File: src/rtl/controlador_memoria_dados.sv
// Data-memory port initiator: turns CPU LOAD/STORE/COPY requests into
// Endereco/DadoEscrito/EscMem/LerMem cycles and returns a one-cycle response.
module controlador_memoria_dados #(
    parameter int LARGURA_DADO     = 8,
    parameter int LARGURA_END      = 8,
    parameter bit COPIA_HABILITADA = 1'b1
) (
    input  logic                    Clock,
    input  logic                    Reset_n,
    input  logic                    ReqValido,
    output logic                    ReqPronto,
    input  logic [1:0]              ReqOp,
    input  logic [LARGURA_END-1:0]  ReqEndereco,
    input  logic [LARGURA_END-1:0]  ReqDestino,
    input  logic [LARGURA_DADO-1:0] ReqDado,
    input  logic [7:0]              ReqTamanho,
    output logic                    RespValido,
    output logic [LARGURA_DADO-1:0] RespDado,
    output logic                    RespErro,
    output logic                    Ocupado,
    output logic [LARGURA_END-1:0]  Endereco,
    output logic [LARGURA_DADO-1:0] DadoEscrito,
    output logic                    EscMem,
    output logic                    LerMem,
    input  logic [LARGURA_DADO-1:0] DadoLido
);

    typedef enum logic [1:0] {OCIOSO, LEITURA, ESCRITA, RESPOSTA} estado_t;

    localparam logic [1:0] OP_LOAD  = 2'b00;
    localparam logic [1:0] OP_STORE = 2'b01;
    localparam logic [1:0] OP_COPY  = 2'b10;

    estado_t                 estado_reg, estado_next;
    logic                    pronto_reg, pronto_next;
    logic                    resp_valido_reg, resp_valido_next;
    logic [LARGURA_DADO-1:0] resp_dado_reg, resp_dado_next;
    logic                    resp_erro_reg, resp_erro_next;
    logic [LARGURA_END-1:0]  endereco_reg, endereco_next;
    logic [LARGURA_DADO-1:0] dado_escrito_reg, dado_escrito_next;
    logic                    esc_mem_reg, esc_mem_next;
    logic                    ler_mem_reg, ler_mem_next;
    logic                    copia_reg, copia_next;
    logic [LARGURA_END-1:0]  origem_reg, origem_next;
    logic [LARGURA_END-1:0]  destino_reg, destino_next;
    logic [7:0]              restante_reg, restante_next;

    always_ff @(posedge Clock or negedge Reset_n) begin
        if (!Reset_n) begin
            estado_reg       <= OCIOSO;
            pronto_reg       <= 1'b0;
            resp_valido_reg  <= 1'b0;
            resp_dado_reg    <= '0;
            resp_erro_reg    <= 1'b0;
            endereco_reg     <= '0;
            dado_escrito_reg <= '0;
            esc_mem_reg      <= 1'b0;
            ler_mem_reg      <= 1'b0;
            copia_reg        <= 1'b0;
            origem_reg       <= '0;
            destino_reg      <= '0;
            restante_reg     <= '0;
        end else begin
            estado_reg       <= estado_next;
            pronto_reg       <= pronto_next;
            resp_valido_reg  <= resp_valido_next;
            resp_dado_reg    <= resp_dado_next;
            resp_erro_reg    <= resp_erro_next;
            endereco_reg     <= endereco_next;
            dado_escrito_reg <= dado_escrito_next;
            esc_mem_reg      <= esc_mem_next;
            ler_mem_reg      <= ler_mem_next;
            copia_reg        <= copia_next;
            origem_reg       <= origem_next;
            destino_reg      <= destino_next;
            restante_reg     <= restante_next;
        end
    end

    always_comb begin
        estado_next       = estado_reg;
        resp_valido_next  = 1'b0;
        resp_dado_next    = resp_dado_reg;
        resp_erro_next    = resp_erro_reg;
        endereco_next     = endereco_reg;
        dado_escrito_next = dado_escrito_reg;
        esc_mem_next      = 1'b0;
        ler_mem_next      = 1'b0;
        copia_next        = copia_reg;
        origem_next       = origem_reg;
        destino_next      = destino_reg;
        restante_next     = restante_reg;

        case (estado_reg)
            OCIOSO: begin
                if (ReqValido && pronto_reg) begin
                    case (ReqOp)
                        OP_LOAD: begin
                            estado_next   = LEITURA;
                            ler_mem_next  = 1'b1;
                            endereco_next = ReqEndereco;
                            copia_next    = 1'b0;
                        end
                        OP_STORE: begin
                            estado_next       = ESCRITA;
                            esc_mem_next      = 1'b1;
                            endereco_next     = ReqEndereco;
                            dado_escrito_next = ReqDado;
                            copia_next        = 1'b0;
                        end
                        OP_COPY: begin
                            if (!COPIA_HABILITADA || ReqTamanho == 8'd0) begin
                                estado_next      = RESPOSTA;
                                resp_valido_next = 1'b1;
                                resp_erro_next   = !COPIA_HABILITADA;
                                resp_dado_next   = '0;
                            end else begin
                                estado_next   = LEITURA;
                                ler_mem_next  = 1'b1;
                                endereco_next = ReqEndereco;
                                origem_next   = ReqEndereco + 1'b1;
                                destino_next  = ReqDestino;
                                restante_next = ReqTamanho - 8'd1;
                                copia_next    = 1'b1;
                            end
                        end
                        default: begin
                            estado_next      = RESPOSTA;
                            resp_valido_next = 1'b1;
                            resp_erro_next   = 1'b1;
                            resp_dado_next   = '0;
                        end
                    endcase
                end
            end
            LEITURA: begin
                if (copia_reg) begin
                    // The word read this cycle goes straight out as write data.
                    estado_next       = ESCRITA;
                    esc_mem_next      = 1'b1;
                    endereco_next     = destino_reg;
                    dado_escrito_next = DadoLido;
                    destino_next      = destino_reg + 1'b1;
                end else begin
                    estado_next      = RESPOSTA;
                    resp_valido_next = 1'b1;
                    resp_erro_next   = 1'b0;
                    resp_dado_next   = DadoLido;
                end
            end
            ESCRITA: begin
                if (copia_reg && restante_reg != 8'd0) begin
                    estado_next   = LEITURA;
                    ler_mem_next  = 1'b1;
                    endereco_next = origem_reg;
                    origem_next   = origem_reg + 1'b1;
                    restante_next = restante_reg - 8'd1;
                end else begin
                    estado_next      = RESPOSTA;
                    resp_valido_next = 1'b1;
                    resp_erro_next   = 1'b0;
                    resp_dado_next   = dado_escrito_reg;
                end
            end
            default: begin
                estado_next = OCIOSO;
            end
        endcase

        pronto_next = (estado_next == OCIOSO);
    end

    assign ReqPronto   = pronto_reg;
    assign RespValido  = resp_valido_reg;
    assign RespDado    = resp_dado_reg;
    assign RespErro    = resp_erro_reg;
    assign Ocupado     = (estado_reg != OCIOSO);
    assign Endereco    = endereco_reg;
    assign DadoEscrito = dado_escrito_reg;
    assign EscMem      = esc_mem_reg;
    assign LerMem      = ler_mem_reg;

endmodule
File: config.mk
export PLATFORM = sky130hd
export DESIGN_NAME = controlador_memoria_dados
export DESIGN_NICKNAME = d
export VERILOG_FILES = /design/src/rtl/controlador_memoria_dados.sv
export SDC_FILE = /design/constraint.sdc
export NUM_CORES = 1
export LEC_CHECK = 0
export CELL_PAD_IN_SITES_DETAIL_PLACEMENT = 2
export CELL_PAD_IN_SITES_GLOBAL_PLACEMENT = 2
export CORE_MARGIN = 2
export CORE_UTILIZATION = 34
export CTS_BUF_LIST = sky130_fd_sc_hd__clkbuf_8
export CTS_CLUSTER_DIAMETER = 40
export DETAILED_ROUTE_END_ITERATION = 6
export PLACE_DENSITY_LB_ADDON = 0.1
export SYNTH_ARGS = -nofsm -noshare
export SYNTH_HDL_FRONTEND = slang
export SYNTH_SLANG_ARGS = --single-unit
File: constraint.sdc
create_clock -name Clock -period 8.5 [get_ports Clock]
set_input_delay 1.7 -clock Clock [delete_from_list [all_inputs] [get_ports Clock]]
set_output_delay 1.7 -clock Clock [all_outputs]
set_load 0.01 [all_outputs]
Yosys cells after proc, flatten, opt, wreduce, memory -nomap -nowiden

Index checks and enable logic that the tools add are counted.

Reductions and logical operators: 19
Muxes and demuxes: 60
Equality and inequality tests: 17
Add/subtract/negate cells: 5

Operators with widths:

| operator                                              | count |
|---|---|
| two-way mux 8 bit                                     | 23 |
| case mux 8 bit (2 select lines)                       | 6 |
| case mux 8 bit (3 select lines)                       | 2 |
| adder 8 x 1 -> 8 bit, second input constant           | 3 |
| two-way mux 1 bit                                     | 16 |
| inequality test 2 bit, second input constant          | 8 |
| subtractor 8 x 1 -> 8 bit, second input constant      | 2 |
| case mux 1 bit (2 select lines)                       | 6 |
| case mux 2 bit (3 select lines)                       | 2 |
| AND reduction 6 bit                                   | 2 |
| AND reduction 5 bit                                   | 2 |
| logical NOT 8 bit                                     | 1 |
| AND reduction 4 bit                                   | 2 |
| nonzero test 2 bit                                    | 4 |
| nonzero test 8 bit                                    | 1 |
| logical NOT 2 bit                                     | 3 |
| two-way mux 2 bit                                     | 3 |
| inequality test 3 bit, second input constant          | 2 |
| case mux 1 bit (3 select lines)                       | 2 |
| == test 2 x 1 -> 1 bit, second input constant         | 2 |
| == test 2 bit, second input constant                  | 2 |
| inequality test 2 x 1 -> 1 bit, second input constant | 2 |
| inequality test 3 x 2 -> 1 bit, second input constant | 1 |
| nonzero test 3 bit                                    | 1 |
| other kinds (2)                                       | 3 |

Output and inout bits: 30
Word-level logic and storage cells: 114
Input port bits: 45
Register bits after elaboration: 56

Logic depth before layout (Yosys ltp)

Gate-level depths: netlist of the first run.

Word-level depth: 6
Depth in mapped cells: 14
Gate-level depth less buffers: 10

Worst setup path before layout of the first run

OpenSTA, ideal clock, no wires.

Path type: input -> register
Start point: in ReqTamanho[5]
End point: reg destino_reg[6]
Buffers on the path: 1
Cell stages on the path: 6
Required time: 8.361 ns
Arrival: 3.046 ns
Setup time: 0.139 ns
Slack: 5.315 ns
Path through: nor3_1 a311o_1 buf_4 mux2_2 o22ai_1 a21oi_1

Longest elaborated chain between the ends: 3

RTL lines:

| item                            | line | source |
|---|---|---|
| start: declaration              | 16   | `input logic [7:0] ReqTamanho,` |
| logical NOT 8 bit               | 112  | `if (!COPIA_HABILITADA \|\| ReqTamanho == 8'd0) begin` |
| inequality test 2 bit (no line) | --   |  |
| AND reduction 5 bit (no line)   | --   |  |
| end signal: assignment          | 75   | `destino_reg <= destino_next;` |
| end: declaration                | 45   | `logic [LARGURA_END-1:0] destino_reg, destino_next;` |

Every way passes these cells.
A chain may end at the register's enable or synchronous reset.

Worst setup path after layout of the first run

Start point: in ReqTamanho[5]
End point: reg origem_reg[2]

Longest elaborated chain between the ends: 3

RTL lines:

| item                            | line | source |
|---|---|---|
| logical NOT 8 bit               | 112  |  |
| inequality test 2 bit (no line) | --   |  |
| AND reduction 5 bit (no line)   | --   |  |
| end signal: assignment          | 74   | `origem_reg <= origem_next;` |
| end: declaration                | 44   | `logic [LARGURA_END-1:0] origem_reg, origem_next;` |

Every way passes these cells.

==> results.yml, run 1 <==
global_route:
  grt_pass1_wl_um: 18000
  grt_max_degree: 57
  grt_pass1_vias: 3468
  grt_use_total_pct: 20.16
  grt_antenna_before_repair: 0
  gr-total-overflow: 0
logic_synthesis:
  yosysWarnings: 0
  ys.flop_type: "dfrtp_1"
  synth_area_mm2: 0.003496
  synth_area_leaders: "dfrtp_1 (40%), mux2_2 (5.2%), a21oi_1 (4.9%)"
  synth-edff-count: 0
  synth-seq-cells: 56
  yosysTopAreaCellShare_pct: 40.09
  synthCells: 383
  ys_types: 55
  syn-num-nets: 435
  syn_area_per_cell_um2: 9.128
  yosysTopAreaCell: "dfrtp_1"
  async_flop_share_pct: 100.0
  yosysSeqAreaShare_pct: 40.09
routing:
  via_per_inst: 5.473
  routed_wl_um: 10920
  drc: 0
  num_vias: 3185
  dr.pass1.iters: 4
  antenna_left: 0
  drtIter0Drc: 107
  wl_per_cell_um: 18.76
timing:
  finalCritPeriodShare_pct: 48.20
  finalSetupViolCount: 0
  final.min_clock_period_ns: 4.097
  fin_setup_tns_ns: 0
  fmax_mhz: 244.1
  worst_pin_slew_ns: 1.102
  finalHoldViolations: 0
  max-slew-margin-rel_pct: 26.54
  maxSlewViolCount: 0
  rsz0062_at_grt: "false"
  finClkSkew_ns: 0.01262
clocking:
  cts_buffer_depth: 2
  cts.hold.buffers_added: 0
  cts-htree-levels: 2
  cts_inserted_buffers: 5
  cts_tree: "done"
  clockRootBuffer: "clkbuf_8"
  cts_setup_buffers: 0
  post_cts_resized: 0
  clock-sinks: 56
  clkLatencyLatePin_ns: 0.32
  clk_pin_slew_ns: 0.10
cells_and_area:
  num-fill-cells: 1096
  fin_cells: 582
  multi_input_area_mm2: 0.001969
  area_growth_syn_to_layout_pct: 26.81
  layout_common_cells: "clkdlybuf4s50_1 (73), dfrtp_1 (56), nand2_1 (40), a21oi_1 (34), nor2_1 (32)"
  drive_gt1_share_pct: 10.54
  mostFrequentLayoutCell: "clkdlybuf4s50_1"
  nets: 497
  diodes: 0
  postLayoutCoreUtil_pct: 43.72
  regArea_mm2: 0.001401
worst_setup_path:
  cp.arrival_ns: 4.28
  worst_ep_required_time_ns: 8.69
  critical_path_peak_fanout: 14
  end_kind: "flip-flop"
  critPathKind: "in2reg"
  worst-r2r-cell-count: 7
  cp-start-kind: "input port"
job:
  cap_violations: 0
floorplanning:
  dieArea_mm2: 0.01111
  die_w_um: 105.4
  die_h_um: 105.4
  io_pins: 75
  start_util_pct: 34.48
  coreArea_mm2: 0.01014
  rows: 37
power:
  power_leakage_uw: 0.001791
  vdd_drop_max_mv: 0.1578
  power_uw: 1659
  p_per_area_mw_per_mm2: 374.3
placed_design:
  place.port_buffers: 74
  dpl.hpwl_um: 7714
  dp_cells: 574
  place_congestion: 0.7615
run_status:
  outcome: "finished clean"
hold_path:
  hold_depth: 1
  hp-class: "reg2reg"
layout make-up:
cell class | instances | share of cell area [%]
sequential | 56 | 31.61
clock inverter | 3 | 0.8750
clock buffer | 5 | 1.552
tap | 136 | 3.839
inverter | 9 | 0.7621
multi-input combinational | 297 | 44.43
timing repair buffer | 76 | 16.93
path summary, 6_finish.rpt:
check                                        start                     endpoint  slack (ns)
setup / recovery                     ReqTamanho[5]    origem_reg[2]$_DFFE_PN0P_        4.40
hold / removal             RespDado[7]$_DFFE_PN0P_      RespDado[7]$_DFFE_PN0P_        0.51
setup reg to reg           estado_reg[1]$_DFF_PN0_    origem_reg[3]$_DFFE_PN0P_        5.43
hold reg to reg            RespDado[7]$_DFFE_PN0P_      RespDado[7]$_DFFE_PN0P_        0.51
max in group asynchronous                  Reset_n    origem_reg[1]$_DFFE_PN0P_        6.47
min in group asynchronous                  Reset_n  restante_reg[5]$_DFFE_PN0P_        1.52
metal layers:
metal  part of all wire [%]  GRT usage [%]  vias up  routed length [um]
met3                    2.9          3.216        6                 321
met4                   0.88          4.286        0                  96
met2                     51          35.94       48                5535
met1                     45          25.62     1623                4966
met5                      0              0        -                   0
li1                       -              -     1508                   -
cell usage after synthesis, drive strengths merged (11+ instances only):
cell   number
a21oi      34
a22oi      18
buf        11
dfrtp      56
mux2       20
mux2i      13
nand2      40
nor2       32
o21ai      23
xor2       11
cell families (layout without fill, tap and decap cells):
group	after synthesis	in the layout	synth area share [%]
buf+inv	30	93	3.865
mux	33	33	10.16
simple gates	134	134	19.90
flops	56	56	40.09
fa+ha+maj	7	7	2.505
xor+xnor	11	11	2.756
compound gates	112	112	20.72
report_power, final:
group	internal, uW	switching [uW]	leakage, uW	total (uW)
clock network	86.6	94.5	0.0000593	181
logic	443	511	0.00106	954
registers	394	130	0.000673	524
total	924	736	0.00179	1660
metrics by stage:
| stage | setup slack (ns) | area (um2) | hold WS, ns |
|---|---|---|---|
| 6_report | 4.403 | 4433 | 0.5082 |
| 5_1_grt | 4.216 | 4433 | 0.5431 |
| 4_1_cts | 4.421 | 4433 | 0.5162 |
| 3_5_place_dp | 4.073 | 4325 | 0.4909 |
| 3_3_place_gp | 4.198 | 4325 | 0.4748 |
| 2_1_floorplan | 5.315 | 3496 | 0.4515 |
worst max-delay path, stage by stage:
cell and delay (ns):
clkdlybuf4s50_1 0.45, nor3_1 0.61, a311o_1 0.66, a22oi_1 0.48, o22ai_1 0.30, a21oi_1 0.07
No activity file was read; power rests on OpenSTA's default activity.
==> run 2: changes to the inputs <==
- CORE_UTILIZATION: 34 -> 32
- clock period: 8.5 -> 3.88 ns (I/O delays scaled with it)
==> results.yml, run 2 (synthesized netlist as in run 1, its figures left out) <==
clocking:
  clk_pin_slew_ns: 0.11
  cts_tree: "done"
  clockRootBuffer: "clkbuf_8"
  cts.hold.buffers_added: 0
  clock-sinks: 56
  clkLatencyLatePin_ns: 0.33
  post_cts_resized: 0
  cts_buffer_depth: 2
  cts_setup_buffers: 0
  cts_inserted_buffers: 5
  cts-htree-levels: 2
worst_setup_path:
  worst_ep_required_time_ns: 4.10
  critical_path_peak_fanout: 8
  crit_family: "compound AO/OA/AOI/OAI gates"
  worst-r2r-cell-count: 8
  crit_cells: 6
  cp-start-kind: "input port"
  worst_path_largest_cell_delay_ns: 0.57
  crit_chain: "clkdlybuf4s50_1, nor3_1, a31oi_2, o21ai_0, a221o_1, mux2_2"
  critPathKind: "in2reg"
  end_kind: "flip-flop"
  cp.arrival_ns: 3.22
  cpMaxStageDelayCell: "nor3_1"
  critPathBufInv: 1
timing:
  rsz0062_at_grt: "false"
  worst_pin_slew_ns: 0.8446
  hold_ws_ns: 0.5092
  finalHoldViolations: 0
  max-slew-margin-rel_pct: 43.69
  finalCritPeriodShare_pct: 77.29
  fin_setup_tns_ns: 0
  final.min_clock_period_ns: 2.999
  finalSetupViolCount: 0
  fmax_mhz: 333.5
  finClkSkew_ns: 0.01031
  maxSlewViolCount: 0
floorplanning:
  die_w_um: 108.5
  die_h_um: 108.5
  coreArea_mm2: 0.01075
  io_pins: 75
  start_util_pct: 32.53
  rows: 38
  dieArea_mm2: 0.01178
global_route:
  grt_pass1_wl_um: 18590
  grt_max_degree: 46
  grt_pass1_vias: 3545
  gr-total-overflow: 0
  grt_use_total_pct: 20.15
  grt_antenna_before_repair: 0
placed_design:
  dpl.hpwl_um: 8113
  dp_cells: 583
  place.port_buffers: 74
  place_congestion: 0.7978
cells_and_area:
  nets: 502
  layout_common_cells: "clkdlybuf4s50_1 (73), dfrtp_1 (56), nand2_1 (40), a21oi_1 (34), nor2_1 (32)"
  diodes: 0
  multi_input_area_mm2: 0.001969
  postLayoutCoreUtil_pct: 41.83
  fin_cells: 591
  mostFrequentLayoutCell: "clkdlybuf4s50_1"
  drive_gt1_share_pct: 11.75
  area_growth_syn_to_layout_pct: 28.56
  regArea_mm2: 0.001401
  num-fill-cells: 1235
hold_path:
  hp-class: "reg2reg"
  hold_depth: 1
routing:
  routed_wl_um: 11210
  dr.pass1.iters: 4
  drtIter0Drc: 152
  antenna_left: 0
  drc: 0
  num_vias: 3250
  via_per_inst: 5.499
  wl_per_cell_um: 18.97
job:
  cap_violations: 0
power:
  power_uw: 3709
  power_leakage_uw: 0.001821
  vdd_drop_max_mv: 0.2845
  p_per_area_mw_per_mm2: 825.3
run_status:
  outcome: "finished clean"
==> run 2: cell count changes in the layout (fill, tap and decap cells not counted), sizes merged <==
cell	delta
clkinv	-1
clkbuf	+2
buf	+5
inv	-1
==> run 2: per-layer routing <==
metal	vias to the layer above	track usage (%)	wire length [um]
met5	-	0	0
met4	0	4.396	104
met3	7	2.833	308
met2	53	34.87	5557
met1	1665	26.69	5243
li1	1525	-	-
==> run 2: worst paths after layout <==
| path | from | slack (ns) | to |
|---|---|---|---|
| setup / recovery | ReqTamanho[4] | 0.88 | Endereco[3]$_DFFE_PN0P_ |
| hold / removal | RespDado[5]$_DFFE_PN0P_ | 0.51 | RespDado[5]$_DFFE_PN0P_ |
| setup reg to reg | estado_reg[1]$_DFF_PN0_ | 1.06 | destino_reg[3]$_DFFE_PN0P_ |
| hold reg to reg | RespDado[5]$_DFFE_PN0P_ | 0.51 | RespDado[5]$_DFFE_PN0P_ |
| max in group asynchronous | Reset_n | 2.49 | destino_reg[6]$_DFFE_PN0P_ |
| min in group asynchronous | Reset_n | 0.55 | RespDado[1]$_DFFE_PN0P_ |
==> run 2: where the power goes <==
group / leakage [uW] / internal [uW] / total (uW) / switching, uW
Sequential: 0.000673 / 863 / 1140 / 280
Clock: 0.0000645 / 229 / 444 / 215
Combinational: 0.00108 / 993 / 2120 / 1130
==> run 2: layout make-up <==
type	count	share of cell area [%]
inverters	9	0.7517
well taps	140	3.898
clock inverters	1	0.6682
multi-input cells	297	43.82
clock buffers	7	2.144
flip-flops and latches	56	31.18
repair buffers	81	17.54
==> run 2: metrics by stage <==
| stage | area [um2] | setup slack [ns] |
|---|---|---|
| 3_5_place_dp | 4368 | 0.5297 |
| 3_3_place_gp | 4368 | 0.6329 |
| 4_1_cts | 4494 | 0.8687 |
| 2_1_floorplan | 3496 | 0.9999 |
| 6_report | 4494 | 0.8813 |
| 5_1_grt | 4494 | 0.6816 |
==> run 3: changes to the inputs <==
- clock period: 3.88 -> 2.85 ns (I/O delays scaled with it)
==> results.yml, run 3 (synthesized netlist as in run 1, its figures left out) <==
global_route:
  grt_max_degree: 28
  grt_pass1_vias: 3564
  grt_antenna_before_repair: 0
  grt_use_total_pct: 20.51
  grt_pass1_wl_um: 18650
  gr-total-overflow: 0
timing:
  finalSetupViolCount: 0
  worst_pin_slew_ns: 0.7672
  finalCritPeriodShare_pct: 90.45
  hold_ws_ns: 0.2294
  fmax_mhz: 387.9
  final.min_clock_period_ns: 2.578
  maxSlewViolCount: 0
  max-slew-margin-rel_pct: 48.85
  fin_setup_tns_ns: 0
  rsz0062_at_grt: "false"
  finalHoldViolations: 0
  finClkSkew_ns: 0.007766
floorplanning:
  die_h_um: 108.5
  start_util_pct: 32.53
  io_pins: 75
  rows: 38
  coreArea_mm2: 0.01075
  die_w_um: 108.5
  dieArea_mm2: 0.01178
worst_setup_path:
  critPathKind: "reg2reg"
  end_kind: "flip-flop"
  worst_ep_required_time_ns: 3.08
  cp.arrival_ns: 2.81
  cp-start-kind: "flip-flop"
  critical_path_peak_fanout: 15
clocking:
  cts.hold.buffers_added: 0
  cts-htree-levels: 2
  cts_setup_buffers: 0
  clockRootBuffer: "clkbuf_8"
  clk_pin_slew_ns: 0.11
  cts_buffer_depth: 2
  clkLatencyLatePin_ns: 0.33
  clock-sinks: 56
  cts_tree: "done"
  post_cts_resized: 0
  cts_inserted_buffers: 5
routing:
  dr.pass1.iters: 4
  num_vias: 3313
  drtIter0Drc: 162
  via_per_inst: 5.413
  antenna_left: 0
  drc: 0
  wl_per_cell_um: 18.83
  routed_wl_um: 11530
placed_design:
  dp_cells: 604
  dpl.hpwl_um: 8644
  place_congestion: 0.7671
  place.port_buffers: 74
cells_and_area:
  drive_gt1_share_pct: 15.68
  area_growth_syn_to_layout_pct: 33.36
  layout_common_cells: "clkdlybuf4s50_1 (73), dfrtp_1 (56), nand2_1 (40), a21oi_1 (34), nor2_1 (32)"
  mostFrequentLayoutCell: "clkdlybuf4s50_1"
  diodes: 0
  nets: 523
  fin_cells: 612
  num-fill-cells: 1192
power:
  power_leakage_uw: 0.001922
  p_per_area_mw_per_mm2: 1108
  vdd_drop_max_mv: 0.4744
hold_path:
  hp-class: "in2async"
run_status:
  outcome: "finished clean"
job:
  cap_violations: 0
run 3: changes by cell type in the layout (fill, tap and decap cells not counted), sizes merged:
cell      before  now
clkinv         0    1
clkbuf         7    5
buf            8   29
clkinvlp       0    1
run 3: metal layers:
metal | part of all wire, % | global-route usage (%) | routed length (um) | vias to the layer above
met5 | 0 | 0 | 0 | -
met4 | 0.89 | 4.396 | 103 | 0
met3 | 2.7 | 2.592 | 315 | 7
met2 | 50 | 35.85 | 5745 | 53
met1 | 47 | 27.08 | 5363 | 1689
li1 | - | - | - | 1564
run 3: path summary, 6_finish.rpt:
| check | cells after the start | endpoint | slack (ns) | from |
|---|---|---|---|---|
| max in group asynchronous | 2 | origem_reg[1]$_DFFE_PN0P_ | 1.93 | Reset_n |
| setup / recovery | 9 | restante_reg[4]$_DFFE_PN0P_ | 0.27 | estado_reg[0]$_DFF_PN0_ |
| hold reg to reg | 1 | RespDado[4]$_DFFE_PN0P_ | 0.51 | RespDado[4]$_DFFE_PN0P_ |
| min in group Clock | 1 | RespDado[4]$_DFFE_PN0P_ | 0.51 | RespDado[4]$_DFFE_PN0P_ |
| hold / removal | 1 | ReqPronto$_DFF_PN0_ | 0.23 | Reset_n |
| setup reg to reg | 9 | restante_reg[4]$_DFFE_PN0P_ | 0.27 | estado_reg[0]$_DFF_PN0_ |
run 3: layout make-up:
class	instances	area [um2]	area share (%)
multi-input combinational	297	1969	42.24
sequential	56	1401	30.06
timing repair buffer	102	970.9	20.83
tap	140	175.2	3.757
clock buffer	5	68.82	1.476
clock inverter	3	42.54	0.9125
inverter	9	33.78	0.7246
run 3: metrics by stage:
step | power, uW | utilization [%] | worst slack, ns | cell area [um2]
detailed placement | 4659 | 42.35 | 0.004008 | 4551
floorplan | 3413 | - | 0.08542 | 3497
global placement | 4534 | 42.35 | 0.07454 | 4551
CTS | 5246 | 43.39 | 0.2766 | 4662
global route | 5604 | 43.39 | 0.09074 | 4662
finish | 5168 | 43.39 | 0.2722 | 4662
run 3: power breakdown:
part | leakage, uW | switching, uW | total, uW | internal [uW]
registers | 0.000673 | 362 | 1540 | 1180
logic | 0.00120 | 1600 | 3080 | 1480
clock network | 0.0000541 | 291 | 552 | 261
run 3: worst max-delay path: stages (launching register included):
cell       delay (ns)
dfrtp_1          0.43
inv_1            0.10
ha_2             0.43
mux2i_1          0.31
ha_1             0.35
nor3b_1          0.30
xor2_1           0.14
mux2i_1          0.15
a2bb2oi_1        0.20
nand2_1          0.08
